===== src/rtl/score_tracker_if.sv =====
// Result bus into score_tracker: one match result per valid cycle.
interface score_tracker_if;
    logic       result_valid;
    logic [1:0] matchresult;

    modport master (output result_valid, output matchresult);
    modport slave  (input  result_valid, input  matchresult);
endinterface


===== src/rtl/score_tracker.sv =====
// score_tracker: counts rounds and per-player wins of a two-player game and
// declares a winner on reaching TARGET_WINS or the MAX_ROUNDS round limit.
// Optional feature macro: SCORE_TRACKER_DRAW_COUNT_EN adds a draw counter port.
module score_tracker #(
    parameter int WIDTH       = 4,
    parameter int TARGET_WINS = 3,
    parameter int MAX_ROUNDS  = 5
) (
    input  logic             clk,
    input  logic             resetn,
    input  logic             clear,
    score_tracker_if.slave   res,
    output logic [WIDTH-1:0] round,
    output logic [WIDTH-1:0] win,
    output logic [WIDTH-1:0] lose,
`ifdef SCORE_TRACKER_DRAW_COUNT_EN
    output logic [WIDTH-1:0] draw,
`endif
    output logic             round_done,
    output logic             game_over,
    output logic [1:0]       winner
);

    typedef enum logic {PLAY, OVER} state_t;

    state_t             state;
    logic               accept;
    logic [WIDTH-1:0]   round_nx;
    logic [WIDTH-1:0]   win_nx;
    logic [WIDTH-1:0]   lose_nx;

    // Acceptance qualifier and the post-update counts used for end checks
    always_comb begin
        accept   = (state == PLAY) && res.result_valid && !clear &&
                   (res.matchresult != 2'b00);
        round_nx = round + WIDTH'(1);
        win_nx   = win  + WIDTH'(res.matchresult == 2'b10);
        lose_nx  = lose + WIDTH'(res.matchresult == 2'b11);
    end

    // Game FSM with registered counters, pulse and verdict
    always_ff @(posedge clk or negedge resetn) begin
        if (!resetn) begin
            state      <= PLAY;
            round      <= '0;
            win        <= '0;
            lose       <= '0;
`ifdef SCORE_TRACKER_DRAW_COUNT_EN
            draw       <= '0;
`endif
            round_done <= 1'b0;
            game_over  <= 1'b0;
            winner     <= 2'b00;
        end else if (clear) begin
            state      <= PLAY;
            round      <= '0;
            win        <= '0;
            lose       <= '0;
`ifdef SCORE_TRACKER_DRAW_COUNT_EN
            draw       <= '0;
`endif
            round_done <= 1'b0;
            game_over  <= 1'b0;
            winner     <= 2'b00;
        end else begin
            round_done <= accept;
            if (accept) begin
                round <= round_nx;
                win   <= win_nx;
                lose  <= lose_nx;
`ifdef SCORE_TRACKER_DRAW_COUNT_EN
                if (res.matchresult == 2'b01)
                    draw <= draw + WIDTH'(1);
`endif
                if (win_nx == WIDTH'(TARGET_WINS)) begin
                    state     <= OVER;
                    game_over <= 1'b1;
                    winner    <= 2'b10;
                end else if (lose_nx == WIDTH'(TARGET_WINS)) begin
                    state     <= OVER;
                    game_over <= 1'b1;
                    winner    <= 2'b11;
                end else if (round_nx == WIDTH'(MAX_ROUNDS)) begin
                    state     <= OVER;
                    game_over <= 1'b1;
                    if (win_nx > lose_nx)
                        winner <= 2'b10;
                    else if (lose_nx > win_nx)
                        winner <= 2'b11;
                    else
                        winner <= 2'b01;
                end
            end
        end
    end

endmodule


===== src/flat_wrapper.sv =====
// flat-port wrapper written by rule: the top's interface ports become plain ports
module score_tracker_flat 
#(
    parameter int WIDTH       = 4,
    parameter int TARGET_WINS = 3,
    parameter int MAX_ROUNDS  = 5
)
  (clk, resetn, clear, round, win, lose, round_done, game_over, winner, res_result_valid, res_matchresult);
  score_tracker_if res_i ();
  input  logic clk;
  input  logic resetn;
  input  logic clear;
  output logic [WIDTH-1:0] round;
  output logic [WIDTH-1:0] win;
  output logic [WIDTH-1:0] lose;
  output logic round_done;
  output logic game_over;
  output logic [1:0] winner;
  input wire logic [$bits(res_i.result_valid)-1:0] res_result_valid;
  input wire logic [$bits(res_i.matchresult)-1:0] res_matchresult;
  assign res_i.result_valid = res_result_valid;
  assign res_i.matchresult = res_matchresult;
  score_tracker #(.WIDTH(WIDTH), .TARGET_WINS(TARGET_WINS), .MAX_ROUNDS(MAX_ROUNDS)) u_core (.clk(clk), .resetn(resetn), .clear(clear), .res(res_i), .round(round), .win(win), .lose(lose), .round_done(round_done), .game_over(game_over), .winner(winner));
endmodule

===== config.mk =====
export PLATFORM = sky130hd
export DESIGN_NAME = score_tracker_flat
export DESIGN_NICKNAME = d
export VERILOG_FILES = /design/src/rtl/score_tracker_if.sv /design/src/rtl/score_tracker.sv /design/src/flat_wrapper.sv
export SDC_FILE = /design/constraint.sdc
export NUM_CORES = 1
export LEC_CHECK = 0
export CAP_MARGIN = 25
export CORE_ASPECT_RATIO = 1.75
export CORE_MARGIN = 8
export CORE_UTILIZATION = 45
export DETAILED_ROUTE_END_ITERATION = 8
export GPL_ROUTABILITY_DRIVEN = 0
export GPL_TIMING_DRIVEN = 0
export PLACE_DENSITY = 0.75
export REMOVE_ABC_BUFFERS = 1
export SLEW_MARGIN = 30
export SYNTH_ARGS = -nofsm -noshare
export SYNTH_HDL_FRONTEND = slang
export SYNTH_SLANG_ARGS = --single-unit

===== constraint.sdc =====
create_clock -name clk -period 2.1 [get_ports clk]
set_input_delay 0.42 -clock clk [delete_from_list [all_inputs] [get_ports clk]]
set_output_delay 0.42 -clock clk [all_outputs]
set_load 0.1 [all_outputs]

==> results.json, run 1 <==
{
  "ys_ff_latch": 16,
  "finish.instance_area_um2": 1430,
  "synth_cell_types": 35,
  "core_area_um2": 2240,
  "min_to": "u_core.game_over",
  "status": "complete, no violations",
  "cp-start-kind": "flop",
  "yosysTopAreaCellShare_pct": 38.6,
  "crit_path_end_kind": "output port",
  "die-width_um": 52.3,
  "yosys_warnings": 0,
  "mostFrequentLayoutCells": "16 x dfrtp_1, 15 x nand2_1, 14 x dlygate4sd2_1",
  "timing.rr.end": "u_core.winner[1]",
  "max_stage_delay_ps": 890,
  "post_dp_cell_area_um2": 1270,
  "async_reset_ff_share_pct": 100,
  "critPathArrivalTime_ps": 1620,
  "cp_max_fo": 4,
  "synthMuxAreaShare_pct": 0,
  "fin_skew_ps": 1.21,
  "cts_max_level": 1,
  "cts_tree": "done",
  "fmax_mhz": 490,
  "hold_violations": 0,
  "synthCells": 107,
  "overflow": 0,
  "seq_area_frac_synth_pct": 38.6,
  "drc": 0,
  "p_leak_nw": 0.654,
  "worst_pin_slew_ps": 969,
  "root_buffer": "clkbuf_8",
  "synth-xor-area-share_pct": 10.0,
  "finalNetCount": 148,
  "wl_per_cell_um": 16.7,
  "comb_power_share_pct": 21.1,
  "synth_adder_area_share_pct": 10.9,
  "ant_nets": 0,
  "clkTransAtPathRegs_ps": 60,
  "synth_enable_flop_cells": 0,
  "cts_buffers": 3,
  "synth_compound_area_share_pct": 17.9,
  "grt_start_max_net_pins": 17,
  "finalSetupViolations": 0,
  "critPathKind": "flop to output port",
  "yosys.area_share.simple_pct": 19.9,
  "slew_viol_final": 0,
  "hp-class": "flop to flop",
  "dr.pass1.iters": 4,
  "ir_worst_vdd_uv": 366,
  "finalCritPeriodShare_pct": 97.2,
  "synth_top_family_by_area": "simple AND/OR/NAND/NOR gates",
  "clock_latency_ps": 250,
  "swShare_pct": 30.8,
  "avgSynthCellArea_um2": 9.68,
  "wl_um": 2620,
  "p_sw_mw": 0.235,
  "track_usage_pct": 13.0,
  "dp_hpwl_um": 1820,
  "multiInputGateArea_um2": 728,
  "cts_sinks": 16,
  "ios": 22,
  "antenna_found_initial": 0,
  "grt_pass1_wl_um": 4240,
  "maxSlewHeadroom_pct": 35.7,
  "area_growth_pct": 37.7,
  "internal_power_mw": 0.528,
  "diodes": 0,
  "instances_no_fill": 157,
  "dp.cells": 151,
  "synth_top_area_cell": "dfrtp_1",
  "r2r_cells": 7,
  "grt_pass1_vias": 876,
  "synthTopCellsByArea": "dfrtp_1 39%, ha_1 11%, nand2_1 5.4%",
  "whs_ps": 567,
  "p_per_area_nw_per_um2": 535,
  "seqPwrFrac_pct": 42.8,
  "rrSetupSlack_ps": 190,
  "fillers": 203,
  "hp-start": "u_core.game_over",
  "dieArea_um2": 4150,
  "post_route_cells_drive_above_1_share_pct": 19.7,
  "crit_slowest_cell": "dlygate4sd2_1",
  "clockBufferDepth": 2,
  "min_period_ps": 2040,
  "seqCellArea_um2": 400,
  "synth_ff_type": "dfrtp_1",
  "worst-path-buf-inv": 1,
  "rsz0062_at_grt": "no",
  "io_buffers": 21,
  "die_y_um": 79.5,
  "worstReg2RegStart": "u_core.win[0]",
  "rows": 23,
  "viasPerCell": 5.61,
  "final_common_cell": "dfrtp_1",
  "critPathTopFamily": "buffers and inverters",
  "cap_viol_max_count": 0,
  "vias": 881,
  "hold_depth": 2,
  "p_clk_share_pct": 36.1,
  "crit_required_ps": 1680,
  "drtIter0Drc": 11,
  "timing.setup.tns_ps": 0,
  "netlist_area_um2": 1040,
  "initial_core_util_pct": 46.2,
  "cp_cell_sequence": "dlygate4sd2_1"
}
## metrics by stage
step                utilization (%)  total power, mW  worst slack, ps
floorplan                         -            0.440             -661
global placement               56.5            0.490             -948
detailed placement             56.5            0.494             -982
CTS                            60.9            0.768            -67.7
global route                   63.5            0.795             10.8
finish                         63.5            0.763             58.9
## worst register-to-register path, stage by stage, from the launching register on
cell and delay (ps):
dfrtp_1 420, ha_4 200, ha_1 220, xnor2_2 260, nand3_1 190, o32ai_4 170
o21ba_1 190, a211oi_2 170
## logic make-up after synthesis
family | after synthesis
AOI/OAI and AO/OA | 23
xor gates and xnor gates | 11
adders and majority gates | 9
buffers and inverters | 7
DFF | 16
and+or+nand+nor | 41
## area by class of cell
class / count / share of cell area, %
Clock buffer: 4 / 3.86
Inverter: 5 / 1.32
Multi-Input combinational cell: 84 / 51.1
Sequential cell: 16 / 28.1
Tap cell: 25 / 2.19
Timing Repair Buffer: 23 / 13.5
## worst max-delay path by stage
stage | slack (ps) | cells after the start | endpoint | startpoint
2_1_floorplan | -660 | 8 | u_core.winner[1] | u_core.win[0]
3_3_place_gp | -950 | 10 | u_core.winner[1] | res_matchresult[1]
3_5_place_dp | -980 | 10 | u_core.winner[1] | res_matchresult[1]
4_1_cts | -70 | 9 | u_core.winner[1] | res_matchresult[1]
5_1_grt | 10 | 1 | lose[3] | u_core.lose[3]
6_report | 60 | 1 | win[2] | u_core.win[2]
## cells in the mapped netlist (2+ instances only)
cell,count
dfrtp_1,16
nand2_1,15
ha_1,9
a21oi_1,8
nor2_1,7
inv_1,5
xnor2_1,5
xor2_1,5
nor3_1,4
and2_1,2
nand3_1,2
nand4_1,2
nor2b_1,2
o21ai_0,2
o21ai_1,2
or3_1,2
## per-layer routing
layer / track usage [%] / wire length, um / vias to the layer above
met4: 5.47 / 35 / 0
met5: 0 / 0 / -
li1: - / - / 425
met2: 22.8 / 1400 / 18
met1: 14.1 / 1090 / 434
met3: 2.99 / 94 / 4
## flip-flops by register name, indices dropped and copies added (netlist names)
register,flops
u_core.game_over,1
u_core.lose,4
u_core.win,4
u_core.winner,2
u_core.round,4
u_core.round_done,1
## power groups by stage
| stage | Combinational, mW | Clock, mW | Sequential [mW] |
|---|---|---|---|
| after floorplan | 0.0528 | 0 | 0.387 |
| after global placement | 0.159 | 0 | 0.331 |
| final | 0.161 | 0.275 | 0.327 |
| after global routing | 0.173 | 0.294 | 0.328 |
| after CTS | 0.160 | 0.282 | 0.326 |
| after detailed placement | 0.162 | 0 | 0.332 |
## repair_timing
item,CTS,global route
hold buffers,0,0
gates cloned,0,0
gates resized for setup,27,16
endpoints found under the setup margin,19,4
buffers inserted,1,1
pin swaps,2,3
No activity file was read; power rests on OpenSTA's default activity.
==> inputs of run 2 (changes only) <==
Settings changed: ABC_AREA set to 1.
==> results.json, run 2 <==
{
  "p_sw_mw": 0.253,
  "synthCells": 139,
  "avgSynthCellArea_um2": 7.56,
  "grt_pass1_wl_um": 4360,
  "timing.setup.tns_ps": 0,
  "die_y_um": 79.9,
  "critPathTopFamily": "buffers and inverters",
  "hp-class": "flop to flop",
  "rows": 23,
  "vias": 996,
  "die-width_um": 52.5,
  "cp-start-kind": "flop",
  "cts_tree": "done",
  "synth_top_area_cell": "dfrtp_1",
  "critPathArrivalTime_ps": 1590,
  "core_area_um2": 2240,
  "crit_path_end_kind": "output port",
  "drc": 0,
  "diodes": 0,
  "fillers": 228,
  "crit_slowest_cell": "dlygate4sd2_1",
  "swShare_pct": 33.9,
  "grt_pass1_vias": 1075,
  "p_clk_share_pct": 31.1,
  "seq_area_frac_synth_pct": 38.1,
  "worst-path-buf-inv": 1,
  "finalCritPeriodShare_pct": 95.5,
  "synth_commonest_cells": "39 x nand2_1, 21 x inv_1, 16 x dfrtp_1, 11 x nand3_1, 10 x nand2_2",
  "ios": 22,
  "synthTopCellsByArea": "dfrtp_1 38%, nand2_1 14%, ha_1 11%",
  "cp_cell_sequence": "dlygate4sd2_1",
  "io_buffers": 21,
  "track_usage_pct": 13.5,
  "dp_hpwl_um": 2010,
  "whs_ps": 507,
  "synth_cell_types": 21,
  "comb_power_share_pct": 25.0,
  "cts_buffers": 3,
  "status": "complete, no violations",
  "postLayoutCoreUtil_pct": 60.0,
  "fmax_mhz": 499,
  "max_stage_delay_ps": 890,
  "netlist_area_um2": 1050,
  "yosysTopAreaCellShare_pct": 38.1,
  "initial_core_util_pct": 46.8,
  "cts_max_level": 1,
  "clockBufferDepth": 2,
  "dieArea_um2": 4200,
  "internal_power_mw": 0.493,
  "min_period_ps": 2010,
  "hold_violations": 0,
  "rrSetupSlack_ps": 280,
  "crit_required_ps": 1680,
  "antenna_found_initial": 0,
  "yosys_warnings": 0,
  "dr.pass1.iters": 4,
  "overflow": 0,
  "post_route_cells_drive_above_1_share_pct": 17.0,
  "mostFrequentLayoutCells": "39 x nand2_1, 21 x inv_1, 18 x dlygate4sd2_1",
  "post_dp_cell_area_um2": 1280,
  "seqPwrFrac_pct": 43.9,
  "slew_viol_final": 0,
  "fin_skew_ps": 1.55,
  "p_leak_nw": 0.784,
  "wl_per_cell_um": 14.0,
  "multiInputGateArea_um2": 569,
  "cp_max_fo": 6,
  "root_buffer": "clkbuf_8",
  "dp.cells": 184,
  "clock_latency_ps": 250,
  "ir_worst_vdd_uv": 599,
  "rsz0062_at_grt": "no",
  "worst_pin_slew_ps": 968,
  "yosysMostFrequentCell": "nand2_1",
  "cap_viol_max_count": 0,
  "synth_ff_type": "dfrtp_1",
  "wl_um": 2670,
  "seqCellArea_um2": 400,
  "clkTransAtPathRegs_ps": 60,
  "viasPerCell": 5.24,
  "critPathKind": "flop to output port",
  "ys_ff_latch": 16,
  "area_growth_pct": 28.1,
  "instances_no_fill": 190,
  "async_reset_ff_share_pct": 100,
  "final_common_cell": "nand2_1",
  "ant_nets": 0,
  "maxSlewHeadroom_pct": 35.7,
  "drtIter0Drc": 23,
  "finish.instance_area_um2": 1350,
  "finalSetupViolations": 0,
  "reg_top3": "u_core.lose x4, u_core.round x4, u_core.win x4",
  "grt_start_max_net_pins": 17,
  "p_per_area_nw_per_um2": 554,
  "synth_enable_flop_cells": 0,
  "cts_sinks": 16,
  "finalNetCount": 182
}
run 2: changes by cell type in the layout (fill, tap and decap cells not counted), sizes merged, moves of 4 or more:
cell         before  now
a21oi             8    1
o22ai             0    6
inv               5   25
xor2              5    0
dlygate4sd2      14   18
clkbuf            7    3
xnor2             6    0
nand2            15   49
nand3             3   12
nor3              4    0
run 2: timing repair:
| item | CTS | global route |
|---|---|---|
| setup endpoints to repair | 18 | 1 |
| buffers inserted | 2 | 1 |
| pin swaps | 3 | 1 |
| hold buffers | 0 | 0 |
| resized for setup | 22 | 0 |
run 2: through the flow:
stage | setup slack, ps | total power [mW]
global placement | -442 | 0.523
global route | 1.48 | 0.780
detailed placement | -464 | 0.526
finish | 94.2 | 0.745
CTS | 77.5 | 0.751
floorplan | -271 | 0.469
run 2: cell type report:
cell class / count / area share (%)
clock buffer: 3 / 3.07
timing repair buffer: 24 / 15.6
multi-input combinational: 97 / 42.3
sequential: 16 / 29.7
tap: 25 / 2.32
inverter: 25 / 6.97
run 2: kinds of logic after synthesis:
logic type | after synthesis | share of synthesized area, %
flip-flops | 16 | 38.1
adder cells (fa/ha/maj) | 9 | 10.7
AND/OR/NAND/NOR | 74 | 33.5
buffers and inverters | 26 | 9.64
AO/OA/AOI/OAI | 14 | 8.10
run 2: tightest hold or removal path, cell delays in order (launching register included):
cell	delay, ps
dfrtp_1	340
nand3_1	70
nand2_1	70
run 2: path summary, 6_finish.rpt:
check                      cells past startpoint               end        startpoint
setup / recovery                               1           lose[2]    u_core.lose[2]
hold / removal                                 2  u_core.winner[0]  u_core.winner[0]
setup reg to reg                              13  u_core.winner[1]     u_core.win[0]
hold reg to reg                                2  u_core.winner[0]  u_core.winner[0]
max in group asynchronous                      1  u_core.winner[0]            resetn
min in group asynchronous                      1     u_core.win[1]            resetn
run 2: per-layer routing:
layer  part of all wire (%)  GRT usage, %  wire, um  up-vias
li1                       -             -         -      496
met5                      0             0         0        -
met2                     56          25.1      1500       19
met4                    2.9          8.85        78        0
met3                    3.3          2.05        89        8
met1                     37          12.5       999      473
run 2: power by group through the flow:
stage               clock [mW]  combinational [mW]  sequential [mW]
floorplan                    0              0.0650            0.404
global placement             0               0.190            0.333
detailed placement           0               0.192            0.333
CTS                      0.237               0.187            0.327
global route             0.248               0.203            0.329
finish                   0.232               0.186            0.327
==> inputs of run 3 (changes only) <==
Settings changed: CORE_ASPECT_RATIO 1.75 to unset, CORE_UTILIZATION 45 to 54, PLACE_DENSITY 0.75 to 0.84.
Clock period 2.1 ns to 2.5 ns, I/O delays scaled along.
==> results.json, run 3 (synthesis results as in run 2) <==
{
  "p_leak_nw": 0.696,
  "dp.cells": 186,
  "grt.busiest_layer": "met2",
  "reg_top3": "u_core.lose x4, u_core.round x4, u_core.win x4",
  "hp-class": "flop to flop",
  "critPathKind": "flop to output port",
  "worst-path-buf-inv": 1,
  "critPathArrivalTime_ps": 1940,
  "dp_hpwl_um": 1820,
  "crit_slowest_cell": "clkdlybuf4s50_1",
  "grt_pass1_wl_um": 4150,
  "crit_required_ps": 2000,
  "critPathTopFamily": "buffers and inverters",
  "use_met1_pct": 18.2,
  "cts_buffers": 3,
  "cts_resized": 0,
  "ir_worst_vdd_uv": 370,
  "grtUsageMet3_pct": 4.09,
  "instances_no_fill": 190,
  "use_met2_pct": 23.9,
  "cap_viol_max_count": 0,
  "core_area_um2": 1900,
  "p_per_area_nw_per_um2": 460,
  "hold_depth": 2,
  "rsz0062_at_grt": "no",
  "cts_max_level": 1,
  "status": "complete, no violations",
  "hold_violations": 0,
  "clkTransAtPathRegs_ps": 90,
  "ant_nets": 0,
  "rows": 16,
  "path_depth": 1,
  "finalNetCount": 179,
  "whs_ps": 525,
  "clockBufferDepth": 2,
  "viasPerCell": 5.11,
  "drtIter0Drc": 16,
  "postLayoutCoreUtil_pct": 69.7,
  "mostFrequentLayoutCells": "39 x nand2_1, 21 x inv_1, 21 x clkdlybuf4s50_1",
  "die-width_um": 60.1,
  "dr.pass1.iters": 4,
  "cts_tree": "done",
  "cp_cell_sequence": "clkdlybuf4s50_1",
  "wl_per_cell_um": 12.5,
  "r2r_cells": 13,
  "worst_pin_slew_ps": 980,
  "grt_start_max_net_pins": 17,
  "finalSetupViolations": 0,
  "clock_latency_ps": 290,
  "die_y_um": 60.1,
  "dieArea_um2": 3610,
  "area_growth_pct": 26.2,
  "maxSlewHeadroom_pct": 34.5,
  "setup_ws_ps": 64.1,
  "diodes": 0,
  "cts_setup_buffers": 0,
  "slew_viol_final": 0,
  "power_mw": 0.610,
  "drc": 0,
  "track_usage_pct": 15.3,
  "max_stage_delay_ps": 1170,
  "cts_hold_buf": 0,
  "crit_path_end_kind": "output port",
  "ios": 22,
  "io_buffers": 21,
  "finalCritPeriodShare_pct": 97.4,
  "initial_core_util_pct": 55.3,
  "overflow": 0,
  "final_common_cell": "nand2_1",
  "wl_um": 2380,
  "cp-start-kind": "flop",
  "root_buffer": "clkbuf_4",
  "antenna_found_initial": 0,
  "cp_max_fo": 6,
  "grt_pass1_vias": 976,
  "post_route_cells_drive_above_1_share_pct": 14.1,
  "cts_sinks": 16,
  "min_period_ps": 2440,
  "dp_slack_ps": -99.9,
  "vias": 970,
  "fin_skew_ps": 1.66,
  "fmax_mhz": 411
}
## run 3: cell types whose count changed in the layout (fill, tap and decap cells not counted), sizes merged
| cell | delta |
|---|---|
| clkbuf | +1 |
| buf | -3 |
| clkdlybuf4s50 | +18 |
| dlygate4sd2 | -18 |
## run 3: path summary, 6_finish.rpt
check | from | end | slack, ps
max in group asynchronous | resetn | u_core.winner[1] | 1430
hold / removal | u_core.winner[1] | u_core.winner[1] | 520
hold reg to reg | u_core.winner[1] | u_core.winner[1] | 520
setup / recovery | u_core.lose[2] | lose[2] | 60
setup reg to reg | u_core.lose[0] | u_core.winner[1] | 580
min in group asynchronous | resetn | u_core.win[1] | 620
## run 3: through the flow
step                TNS (ps)  cell area (um2)
floorplan                  0             1040
global placement       -61.4             1290
detailed placement      -101             1290
CTS                        0             1320
global route               0             1330
finish                     0             1330
## run 3: area by class of cell
class                           instances  area [um2]
Clock buffer                            4        36.3
Fill cell                             160         576
Sequential cell                        16         400
Timing Repair Buffer                   21         210
Inverter                               25        93.8
Multi-Input combinational cell         97         552
Tap cell                               27        33.8
## run 3: worst reg2reg max path, cell delays in order (launching register included)
cell	delay, ps
dfrtp_1	410
ha_1	240
nand3_1	80
nand2_1	70
nand2_2	90
inv_1	50
ha_1	310
nand2_1	60
nor2_1	90
nand3_1	80
nor2_1	140
nand2_1	80
nand2_1	60
nand2_1	50
## run 3: routing by layer
metal  wire length [um]  up-vias
met5                  0        -
met2               1090       28
met1               1100      443
met4                 59        0
met3                136        7
li1                   -      492
## run 3: where the power goes
group / switching, mW / internal [mW] / leakage, nW / total [mW]
registers: 0.00792 / 0.267 / 0.221 / 0.275
clock network: 0.0851 / 0.0888 / 0.0210 / 0.174
logic: 0.116 / 0.0453 / 0.454 / 0.162
total: 0.209 / 0.401 / 0.696 / 0.610
